$ cat src/rtl/seq_chk_pkg.sv
// seq_chk_pkg: shared types and helpers for the sequence checker.
//   res_e       : per-thread outcome reported in the cycle a thread retires
//   thr_state_e : thread FSM state, visible on each thread's state port
//   idx_w       : index width helper that never returns 0
//   clamp_dly   : clamps a programmed delay into [lo, hi]
package seq_chk_pkg;

    typedef enum logic [1:0] {
        RES_NONE = 2'd0,
        RES_PASS = 2'd1,
        RES_FAIL = 2'd2
    } res_e;

    typedef enum logic {
        THR_IDLE = 1'b0,
        THR_WAIT = 1'b1
    } thr_state_e;

    // Smallest index width; a one-entry table still gets a 1-bit index.
    localparam int MIN_IDX_W = 1;

    function automatic int idx_w(input int n);
        return (n <= 2) ? MIN_IDX_W : $clog2(n);
    endfunction

    function automatic int clamp_dly(input int value, input int lo, input int hi);
        int r;
        r = value;
        if (r < lo) r = lo;
        if (r > hi) r = hi;
        return r;
    endfunction

endpackage

$ cat src/rtl/seq_chk_thread.sv
// seq_chk_thread: one attempt of the sequence ev0 ##[min:max] ev1 ... evN-1.
// Ports:
//   clk, rst_n       clock, async active-low reset
//   clr              synchronous flush to IDLE
//   alloc            start an attempt this edge (only honoured in IDLE)
//   ts               current timestamp, latched as the start time
//   ev               sampled event bits
//   dly_min/dly_max  packed per-step delay windows (field 0 unused)
//   state            FSM state (IDLE / WAIT)
//   result           outcome for this edge, combinational, valid with state
//   step             step being waited for (the offending step on a fail)
//   start_ts         start timestamp of the running attempt
module seq_chk_thread
    import seq_chk_pkg::*;
#(
    parameter int NUM_STEPS = 4,
    parameter int MAX_DLY   = 4,
    parameter int TS_W      = 16,
    parameter int DW        = $clog2(MAX_DLY + 1),
    parameter int SW        = idx_w(NUM_STEPS)
) (
    input  logic                    clk,
    input  logic                    rst_n,
    input  logic                    clr,
    input  logic                    alloc,
    input  logic [TS_W-1:0]         ts,
    input  logic [NUM_STEPS-1:0]    ev,
    input  logic [NUM_STEPS*DW-1:0] dly_min,
    input  logic [NUM_STEPS*DW-1:0] dly_max,
    output thr_state_e              state,
    output res_e                    result,
    output logic [SW-1:0]           step,
    output logic [TS_W-1:0]         start_ts
);

    thr_state_e      state_n;
    logic [SW-1:0]   step_n;
    logic [DW-1:0]   cnt, cnt_n, cnt_inc;
    logic [DW-1:0]   cur_min, cur_max;
    logic [TS_W-1:0] start_ts_n;
    logic            hit, last;
    logic [DW-1:0]   min_f [NUM_STEPS];
    logic [DW-1:0]   max_f [NUM_STEPS];

    for (genvar s = 0; s < NUM_STEPS; s++) begin : g_field
        assign min_f[s] = dly_min[s*DW +: DW];
        assign max_f[s] = dly_max[s*DW +: DW];
    end

    always_comb begin
        cur_min    = DW'(clamp_dly(int'(min_f[step]), 1, MAX_DLY));
        cur_max    = DW'(clamp_dly(int'(max_f[step]), int'(cur_min), MAX_DLY));
        cnt_inc    = cnt + DW'(1);
        hit        = (cnt_inc >= cur_min) && (cnt_inc <= cur_max) && ev[step];
        last       = (int'(step) == NUM_STEPS - 1);
        state_n    = state;
        step_n     = step;
        cnt_n      = cnt;
        start_ts_n = start_ts;
        result     = RES_NONE;
        if (clr) begin
            state_n = THR_IDLE;
        end else begin
            case (state)
                THR_IDLE: begin
                    if (alloc) begin
                        state_n    = THR_WAIT;
                        step_n     = SW'(1);
                        cnt_n      = '0;
                        start_ts_n = ts;
                    end
                end
                THR_WAIT: begin
                    // First match wins: the earliest in-window event advances.
                    if (hit) begin
                        if (last) begin
                            result  = RES_PASS;
                            state_n = THR_IDLE;
                        end else begin
                            step_n = step + SW'(1);
                            cnt_n  = '0;
                        end
                    end else if (cnt_inc >= cur_max) begin
                        // Also bounds the wait if the window shrank mid-attempt.
                        result  = RES_FAIL;
                        state_n = THR_IDLE;
                    end else begin
                        cnt_n = cnt_inc;
                    end
                end
                default: state_n = THR_IDLE;
            endcase
        end
    end

    always_ff @(posedge clk or negedge rst_n) begin
        if (!rst_n) begin
            state    <= THR_IDLE;
            step     <= '0;
            cnt      <= '0;
            start_ts <= '0;
        end else begin
            state    <= state_n;
            step     <= step_n;
            cnt      <= cnt_n;
            start_ts <= start_ts_n;
        end
    end

endmodule

$ cat src/rtl/seq_chk_monitor.sv
// seq_chk_monitor: multi-thread checker for ev0 ##[min1:max1] ev1 ... evN-1.
// Every enabled edge with ev[0]=1 starts an attempt in the lowest free thread.
// Ports:
//   clk, rst_n             clock, async active-low reset
//   enable                 allow new attempts
//   clr                    synchronous flush of threads, counters, overflow
//   report_start           count a missing ev[0] as a failure
//   ev                     sampled event bits
//   dly_min/dly_max        packed per-step windows, DW bits per step
//   pass_vld/pass_start_ts pass pulse and start time (lowest thread)
//   fail_vld/fail_step/fail_start_ts/fail_ts  fail pulse and details
//   start_fail             pulse on a step-0 miss
//   pass_cnt/fail_cnt/drop_cnt  saturating totals
//   overflow               sticky, set when an attempt is dropped
//   busy                   thread occupancy
// pass_vld, fail_vld and start_fail are one-cycle pulses with no backpressure:
// the observer must accept them in the cycle they appear.
module seq_chk_monitor
    import seq_chk_pkg::*;
#(
    parameter int NUM_STEPS   = 4,
    parameter int MAX_DLY     = 4,
    parameter int NUM_THREADS = 4,
    parameter int TS_W        = 16,
    parameter int CNT_W       = 16,
    localparam int DW         = $clog2(MAX_DLY + 1),
    localparam int SW         = idx_w(NUM_STEPS)
) (
    input  logic                    clk,
    input  logic                    rst_n,
    input  logic                    enable,
    input  logic                    clr,
    input  logic                    report_start,
    input  logic [NUM_STEPS-1:0]    ev,
    input  logic [NUM_STEPS*DW-1:0] dly_min,
    input  logic [NUM_STEPS*DW-1:0] dly_max,
    output logic                    pass_vld,
    output logic [TS_W-1:0]         pass_start_ts,
    output logic                    fail_vld,
    output logic [SW-1:0]           fail_step,
    output logic [TS_W-1:0]         fail_start_ts,
    output logic [TS_W-1:0]         fail_ts,
    output logic                    start_fail,
    output logic [CNT_W-1:0]        pass_cnt,
    output logic [CNT_W-1:0]        fail_cnt,
    output logic [CNT_W-1:0]        drop_cnt,
    output logic                    overflow,
    output logic [NUM_THREADS-1:0]  busy
);

    // Wide enough for every thread plus one step-0 event in a single cycle.
    localparam int PW = $clog2(NUM_THREADS + 2);

    logic [TS_W-1:0]        ts;
    thr_state_e             thr_state    [NUM_THREADS];
    res_e                   thr_res      [NUM_THREADS];
    logic [SW-1:0]          thr_step     [NUM_THREADS];
    logic [TS_W-1:0]        thr_start_ts [NUM_THREADS];
    logic [NUM_THREADS-1:0] thr_busy, first_free, alloc_vec;
    logic                   free_found, new_req, drop, start_pass, start_miss;
    logic                   pass_any, fail_any;
    logic [PW-1:0]          n_pass, n_fail;
    logic [TS_W-1:0]        pass_ts_sel, fail_ts_sel;
    logic [SW-1:0]          fail_step_sel;

    for (genvar i = 0; i < NUM_THREADS; i++) begin : g_thr
        seq_chk_thread #(
            .NUM_STEPS (NUM_STEPS),
            .MAX_DLY   (MAX_DLY),
            .TS_W      (TS_W),
            .DW        (DW),
            .SW        (SW)
        ) u_thr (
            .clk      (clk),
            .rst_n    (rst_n),
            .clr      (clr),
            .alloc    (alloc_vec[i]),
            .ts       (ts),
            .ev       (ev),
            .dly_min  (dly_min),
            .dly_max  (dly_max),
            .state    (thr_state[i]),
            .result   (thr_res[i]),
            .step     (thr_step[i]),
            .start_ts (thr_start_ts[i])
        );
    end

    function automatic logic [CNT_W-1:0] sat_add(input logic [CNT_W-1:0] a,
                                                 input logic [PW-1:0]    inc);
        logic [CNT_W:0] s;
        s = {1'b0, a} + {{(CNT_W + 1 - PW){1'b0}}, inc};
        return s[CNT_W] ? {CNT_W{1'b1}} : s[CNT_W-1:0];
    endfunction

    always_comb begin
        thr_busy      = '0;
        first_free    = '0;
        alloc_vec     = '0;
        free_found    = 1'b0;
        pass_any      = 1'b0;
        fail_any      = 1'b0;
        n_pass        = '0;
        n_fail        = '0;
        pass_ts_sel   = '0;
        fail_ts_sel   = '0;
        fail_step_sel = '0;
        start_pass    = 1'b0;
        drop          = 1'b0;
        // Ascending scan so the lowest index provides the reported details
        // and is the thread chosen for allocation.
        for (int i = 0; i < NUM_THREADS; i++) begin
            thr_busy[i] = (thr_state[i] == THR_WAIT);
            if (thr_res[i] == RES_PASS) begin
                if (!pass_any) pass_ts_sel = thr_start_ts[i];
                pass_any = 1'b1;
                n_pass   = n_pass + PW'(1);
            end
            if (thr_res[i] == RES_FAIL) begin
                if (!fail_any) begin
                    fail_ts_sel   = thr_start_ts[i];
                    fail_step_sel = thr_step[i];
                end
                fail_any = 1'b1;
                n_fail   = n_fail + PW'(1);
            end
            // A thread retiring this edge is still busy, so it is reused
            // no earlier than the next edge.
            if (!thr_busy[i] && !free_found) begin
                free_found    = 1'b1;
                first_free[i] = 1'b1;
            end
        end
        new_req    = enable && !clr && ev[0];
        start_miss = enable && !clr && !ev[0] && report_start;
        if (new_req) begin
            if (NUM_STEPS == 1) start_pass = 1'b1;
            else if (free_found) alloc_vec = first_free;
            else drop = 1'b1;
        end
        if (start_pass) begin
            if (!pass_any) pass_ts_sel = ts;
            pass_any = 1'b1;
            n_pass   = n_pass + PW'(1);
        end
        if (start_miss) n_fail = n_fail + PW'(1);
    end

    assign busy = thr_busy;

    always_ff @(posedge clk or negedge rst_n) begin
        if (!rst_n) begin
            ts            <= '0;
            pass_vld      <= 1'b0;
            pass_start_ts <= '0;
            fail_vld      <= 1'b0;
            fail_step     <= '0;
            fail_start_ts <= '0;
            fail_ts       <= '0;
            start_fail    <= 1'b0;
            pass_cnt      <= '0;
            fail_cnt      <= '0;
            drop_cnt      <= '0;
            overflow      <= 1'b0;
        end else begin
            ts <= ts + TS_W'(1);
            if (clr) begin
                pass_vld   <= 1'b0;
                fail_vld   <= 1'b0;
                start_fail <= 1'b0;
                pass_cnt   <= '0;
                fail_cnt   <= '0;
                drop_cnt   <= '0;
                overflow   <= 1'b0;
            end else begin
                pass_vld   <= pass_any;
                fail_vld   <= fail_any;
                start_fail <= start_miss;
                if (pass_any) pass_start_ts <= pass_ts_sel;
                if (fail_any) begin
                    fail_step     <= fail_step_sel;
                    fail_start_ts <= fail_ts_sel;
                    fail_ts       <= ts;
                end
                pass_cnt <= sat_add(pass_cnt, n_pass);
                fail_cnt <= sat_add(fail_cnt, n_fail);
                drop_cnt <= sat_add(drop_cnt, PW'(drop));
                if (drop) overflow <= 1'b1;
            end
        end
    end

endmodule

$ cat config.mk
export PLATFORM = sky130hd
export DESIGN_NAME = seq_chk_monitor
export DESIGN_NICKNAME = d
export VERILOG_FILES = /design/src/rtl/seq_chk_pkg.sv /design/src/rtl/seq_chk_thread.sv /design/src/rtl/seq_chk_monitor.sv
export SDC_FILE = /design/constraint.sdc
export NUM_CORES = 1
export LEC_CHECK = 0
export BUFFER_PORTS_ARGS = -buffer_cell sky130_fd_sc_hd__buf_4
export CORE_ASPECT_RATIO = 0.9
export CORE_UTILIZATION = 35
export CTS_BUF_LIST = sky130_fd_sc_hd__clkbuf_8
export DETAILED_ROUTE_END_ITERATION = 10
export PLACE_DENSITY = 0.62
export RECOVER_POWER = 50
export SYNTH_ARGS = -nofsm -noshare
export SYNTH_HDL_FRONTEND = slang
export SYNTH_HIERARCHICAL = 1
export SYNTH_SLANG_ARGS = --single-unit
$ cat constraint.sdc
create_clock -name clk -period 20.4 [get_ports clk]
set_clock_uncertainty 0.1 [all_clocks]
set_input_delay 5.1 -clock clk [delete_from_list [all_inputs] [get_ports clk]]
set_output_delay 5.1 -clock clk [all_outputs]
set_load 0.05 [all_outputs]
==> results of run 1 <==
area by class of cell:
class / instances / area (um2)
flip-flops and latches: 206 / 5150
clock inverters: 20 / 125
clock buffers: 46 / 633
fillers: 3530 / 20800
multi-input cells: 1053 / 6940
repair buffers: 148 / 961
well taps: 469 / 587
inverters: 37 / 139
synth_stat cells (all sizes together), types with 28 or more instances:
library cell	number	share of area [%]
a21oi	86	3.7
buf	34	1.8
clkbuf	39	1.2
dfrtp	206	41
ha	58	5.8
inv	37	1.1
mux4	28	5.1
nand2	347	10
nand2b	32	1.6
nand3	46	1.9
nor2	45	1.3
o21ai	53	2.1
xnor2	30	2.1
state kept, by name, indices dropped and copies added, names as in the netlist, 4 cells and up:
name / count
g_thr.u_thr/start_ts: 64
drop_cnt: 16
fail_cnt: 16
fail_start_ts: 16
fail_ts: 16
pass_cnt: 16
pass_start_ts: 16
ts: 16
g_thr.u_thr/cnt: 12
g_thr.u_thr/step: 8
g_thr.u_thr/state: 4
power by group:
group	total (mW)	switching [mW]	internal (mW)
registers	0.488	0.0480	0.440
logic	0.327	0.201	0.126
clock network	0.397	0.179	0.218
cell families after synthesis:
kind of cell	count (synthesis)	share of synthesized area, %
and+or+nand+nor	600	22.4
AOI/OAI and AO/OA	272	14.4
DFF	206	40.9
buffers and inverters	110	4.13
muxes	72	8.79
adders and majority gates	60	6.07
xor gates and xnor gates	49	3.40
worst min-delay path: stages, from the launching register on:
cell     delay [ns]
dfrtp_1        0.34
nand2_1        0.05
nand2_1        0.05
worst paths after layout:
check,slack (ns),to,from,cells after the start
max reg2reg,12.16,fail_cnt[13],g_thr[0].u_thr/step[0],28
max in group asynchronous,9.20,g_thr[1].u_thr/cnt[1],rst_n,2
min,0.38,fail_ts[2],fail_ts[2],2
min reg2reg,0.38,fail_ts[2],fail_ts[2],2
min in group asynchronous,5.98,drop_cnt[11],rst_n,1
max,8.36,fail_cnt[13],dly_min[11],29
metal layers:
layer / vias to the layer above / track usage [%] / share of wire (%)
li1: 5061 / - / -
met1: 5192 / 28.8 / 48
met2: 296 / 29.8 / 44
met3: 53 / 3.11 / 5.9
met4: 0 / 5.74 / 2.3
met5: - / 0 / 0
==> results_dict.tcl, run 1 <==
set metrics [dict create \
    post_synth.cell_area_avg_um2 9.22 \
    path_class "in2reg" \
    cts_sinks 206 \
    drive_gt1_share_pct 14.9 \
    synth_seq_cells 206 \
    utilization_pct 41.2 \
    tritoncts "built" \
    yosysUniqueCellTypes 71 \
    cts-htree-levels 2 \
    crit_arrival_ns 12.36 \
    postSynth.asyncResetShare_pct 100 \
    fmaxAchievable_mhz 83.1 \
    crit_path_max_incr_delay_ns 0.72 \
    grt_max_degree 80 \
    hold_path.class "reg2reg" \
    dr.pass1.iters 5 \
    final_max_slew_viol_count 275 \
    grt_usage_pct 19.7 \
    hold_buffers 0 \
    seq_area_frac_synth_pct 40.9 \
    finalSetupTns_ns 0 \
    dp_cells 1913 \
    routed_wirelength_um 35900 \
    grt_pass1_wl_um 58200 \
    final_nets 1577 \
    cts-resized-gates 0 \
    portBuffers 138 \
    crit_path_top_delay_cell "ha_1" \
    antenna_found_initial 0 \
    tightest_slew_ns 4.33 \
    cpMostUsedCell "ha_1" \
    power_mw 1.21 \
    root_buffer "clkbuf_8" \
    core_um2 35300 \
    p_leak_nw 6.96 \
    diodes 0 \
    area_growth_syn_to_layout_pct 15.2 \
    finalCritPeriodShare_pct 59.0 \
    setup_viol 0 \
    vias 10602 \
    grt_setup_unrepaired "false" \
    critPathBufInv 4 \
    syn-num-nets 1462 \
    maxCapViolations 4 \
    postPlaceCellArea_um2 13900 \
    drc 0 \
    relSlewSlack_pct -189 \
    setup_ws_ns 8.36 \
    critPathMaxFanout 22 \
    fp.dieH_um 182 \
    worst_setup_path_start_kind "input pin" \
    clk_pin_slew_worst_paths_ns 0.06 \
    dp_slack_ns 7.96 \
    synth_flop_cell "dfrtp_1" \
    drt_iter0_drc 844 \
    final_cells 1979 \
    syn_inst 1369 \
    timing.final.crit_period_ns 12.04 \
    initial_core_util_pct 35.7 \
    crit_family "simple AND/OR/NAND/NOR gates" \
    clk_path_buf_depth 3 \
    powerDensity_nw_per_um2 83.4 \
    dp_hpwl_um 25700 \
    hold_violations 0 \
    violations "max-capacitance violations, max-slew violations" \
    synth_edf_count 0 \
    final_common_cell "nand2_1" \
    whs_ns 0.377 \
    postCtsSetupBuffers 0 \
    cp-end-kind "flip-flop" \
    numCtsBuffers 38 \
    final_cell_mix "nand2_1, dfrtp_1, buf_4" \
    viasPerCell 5.36 \
    wl_per_cell_um 18.1 \
    status "complete, but fails checks" \
    clkLatencyLatePin_ns 0.56 \
    gr-total-overflow 0 \
    die-area_um2 36800 \
    postLayoutCellArea_um2 14500 \
    grt_pass1_vias 10589 \
    yosysWarnings 6 \
    gp_congestion 0.908 \
    synth_area_um2 12600 \
    ios 139 \
    dieWidth_um 202 \
    worstPathRequired_ns 20.72 \
    rows 65 \
    drtAntennaViolNets 0 \
    peakVddDrop_mv 0.0416 \
]
No activity file was read; power rests on OpenSTA's default activity.
==> run 2: changes to the inputs <==
clock period = 11.6 ns   (was 20.4 ns; I/O delays follow)
==> results_dict.tcl, run 2 (same netlist as run 1, synthesis figures left out) <==
set metrics [dict create \
    dr.pass1.iters 7 \
    rows 65 \
    regMostFlops "g_thr.u_thr/start_ts" \
    antenna_found_initial 2 \
    root_buffer "clkbuf_8" \
    initial_core_util_pct 35.7 \
    tritoncts "built" \
    portBuffers 138 \
    p_leak_nw 6.96 \
    crit_arrival_ns 10.27 \
    hold_violations 0 \
    drive_gt1_share_pct 15.2 \
    finalSetupTns_ns 0 \
    clockPowerShare_pct 32.8 \
    p_sw_mw 0.742 \
    tightest_slew_ns 5.50 \
    routed_wirelength_um 36000 \
    path_class "in2reg" \
    dieWidth_um 202 \
    maxCapViolations 4 \
    viasPerCell 5.43 \
    fp.dieH_um 182 \
    grt_pass1_wl_um 57900 \
    cts-resized-gates 0 \
    finalCritPeriodShare_pct 86.0 \
    postPlaceCellArea_um2 13900 \
    hold_path.class "reg2reg" \
    worstPathRequired_ns 11.90 \
    dp_slack_ns 1.28 \
    grt_usage_pct 19.6 \
    cts-htree-levels 2 \
    sw_frac_of_total_pct 34.8 \
    status "complete, but fails checks" \
    dp_hpwl_um 25900 \
    drt_iter0_drc 792 \
    cts_sinks 206 \
    wl_per_cell_um 18.2 \
    vias 10760 \
    area_growth_syn_to_layout_pct 15.4 \
    powerDensity_nw_per_um2 146 \
    core_um2 35300 \
    fmaxAchievable_mhz 100 \
    violations "max-capacitance violations, max-slew violations" \
    critPathMaxFanout 63 \
    grt_pass1_vias 10509 \
    internal_power_mw 1.39 \
    postLayoutCellArea_um2 14600 \
    n_fill_cell 3562 \
    final_max_slew_viol_count 275 \
    gr-total-overflow 0 \
    numCtsBuffers 38 \
    worst_setup_path_start_kind "input pin" \
    seq_power_share_pct 40.2 \
    drc 0 \
    clk_pin_slew_worst_paths_ns 0.06 \
    power_mw 2.13 \
    grt_max_degree 99 \
    relSlewSlack_pct -266 \
    combPwrFrac_pct 27.0 \
    peakVddDrop_mv 0.0593 \
    whs_ns 0.371 \
    hold_buffers 0 \
    final_common_cell "nand2_1" \
    gp_congestion 0.908 \
    clk_path_buf_depth 3 \
    setup_ws_ns 1.63 \
    final_nets 1578 \
    setup_viol 0 \
    die-area_um2 36800 \
    grt_setup_unrepaired "false" \
    drtAntennaViolNets 0 \
    timing.final.crit_period_ns 9.97 \
    rrSetupSlack_ns 3.29 \
    final_cell_mix "nand2_1, dfrtp_1, buf_4" \
    cp-end-kind "flip-flop" \
    ios 139 \
    clkLatencyLatePin_ns 0.53 \
    largest_reg_flops 64 \
    postCtsSetupBuffers 0 \
]
[run 2: cell count changes in the layout (fill, tap and decap cells not counted), sizes merged]
cell	change
clkbuf	+6
inv	-6
diode	+2
buf	+1
bufinv	-1
clkinvlp	+1
[run 2: worst max-delay path, cell delays in order]
cell and delay, ns:
clkbuf_1 2.32, nor2b_1 0.31, and3_1 0.38, nor2b_1 0.13
buf_4 0.20, inv_2 0.26, ha_1 0.66, nand2_1 0.57
o21a_1 0.30, ha_1 0.31, mux2i_1 0.10, fa_1 0.47
nor2b_1 0.31, o21a_1 0.24, nand4_1 0.46, a31oi_1 0.32
[run 2: layout make-up]
class / count / area, um2 / area share, %
diodes: 2 / 5.00 / 0.0344
clock buffers: 52 / 716 / 4.91
clock inverters: 14 / 58.8 / 0.404
inverters: 37 / 139 / 0.954
multi-input cells: 1053 / 6940 / 47.6
flip-flops and latches: 206 / 5150 / 35.4
well taps: 469 / 587 / 4.03
repair buffers: 149 / 968 / 6.65
[run 2: through the flow]
step / std cells / util (%)
final: 1982 / 41.3
after CTS: 1980 / 41.7
after floorplan: 1369 / -
after detailed placement: 1914 / 39.5
after global placement: 1914 / 39.5
after global routing: 1982 / 41.3
[run 2: worst paths after layout]
| kind | depth (start not counted) | startpoint | end |
|---|---|---|---|
| setup / recovery | 16 | clr | pass_cnt[13] |
| setup reg to reg | 25 | g_thr[0].u_thr/step[0] | pass_cnt[13] |
| max in group asynchronous | 2 | rst_n | fail_step[1] |
| hold / removal | 2 | fail_ts[2] | fail_ts[2] |
| hold reg to reg | 2 | fail_ts[2] | fail_ts[2] |
| min in group asynchronous | 1 | rst_n | drop_cnt[9] |
[run 2: power by group through the flow]
stage / logic [mW] / clock network (mW) / registers (mW)
2_1_floorplan: 0.343 / 0 / 0.943
4_1_cts: 0.603 / 0.723 / 0.856
3_3_place_gp: 0.586 / 0 / 0.866
3_5_place_dp: 0.601 / 0 / 0.869
6_report: 0.576 / 0.700 / 0.856
5_1_grt: 0.633 / 0.750 / 0.865
[run 2: routing by layer]
metal | vias up | share of wire [%] | global-route usage, %
met5 | - | 0 | 0
met4 | 0 | 1.5 | 5.14
met3 | 42 | 6.2 | 3.48
met2 | 336 | 44 | 30.1
met1 | 5299 | 48 | 28.5
li1 | 5083 | - | -
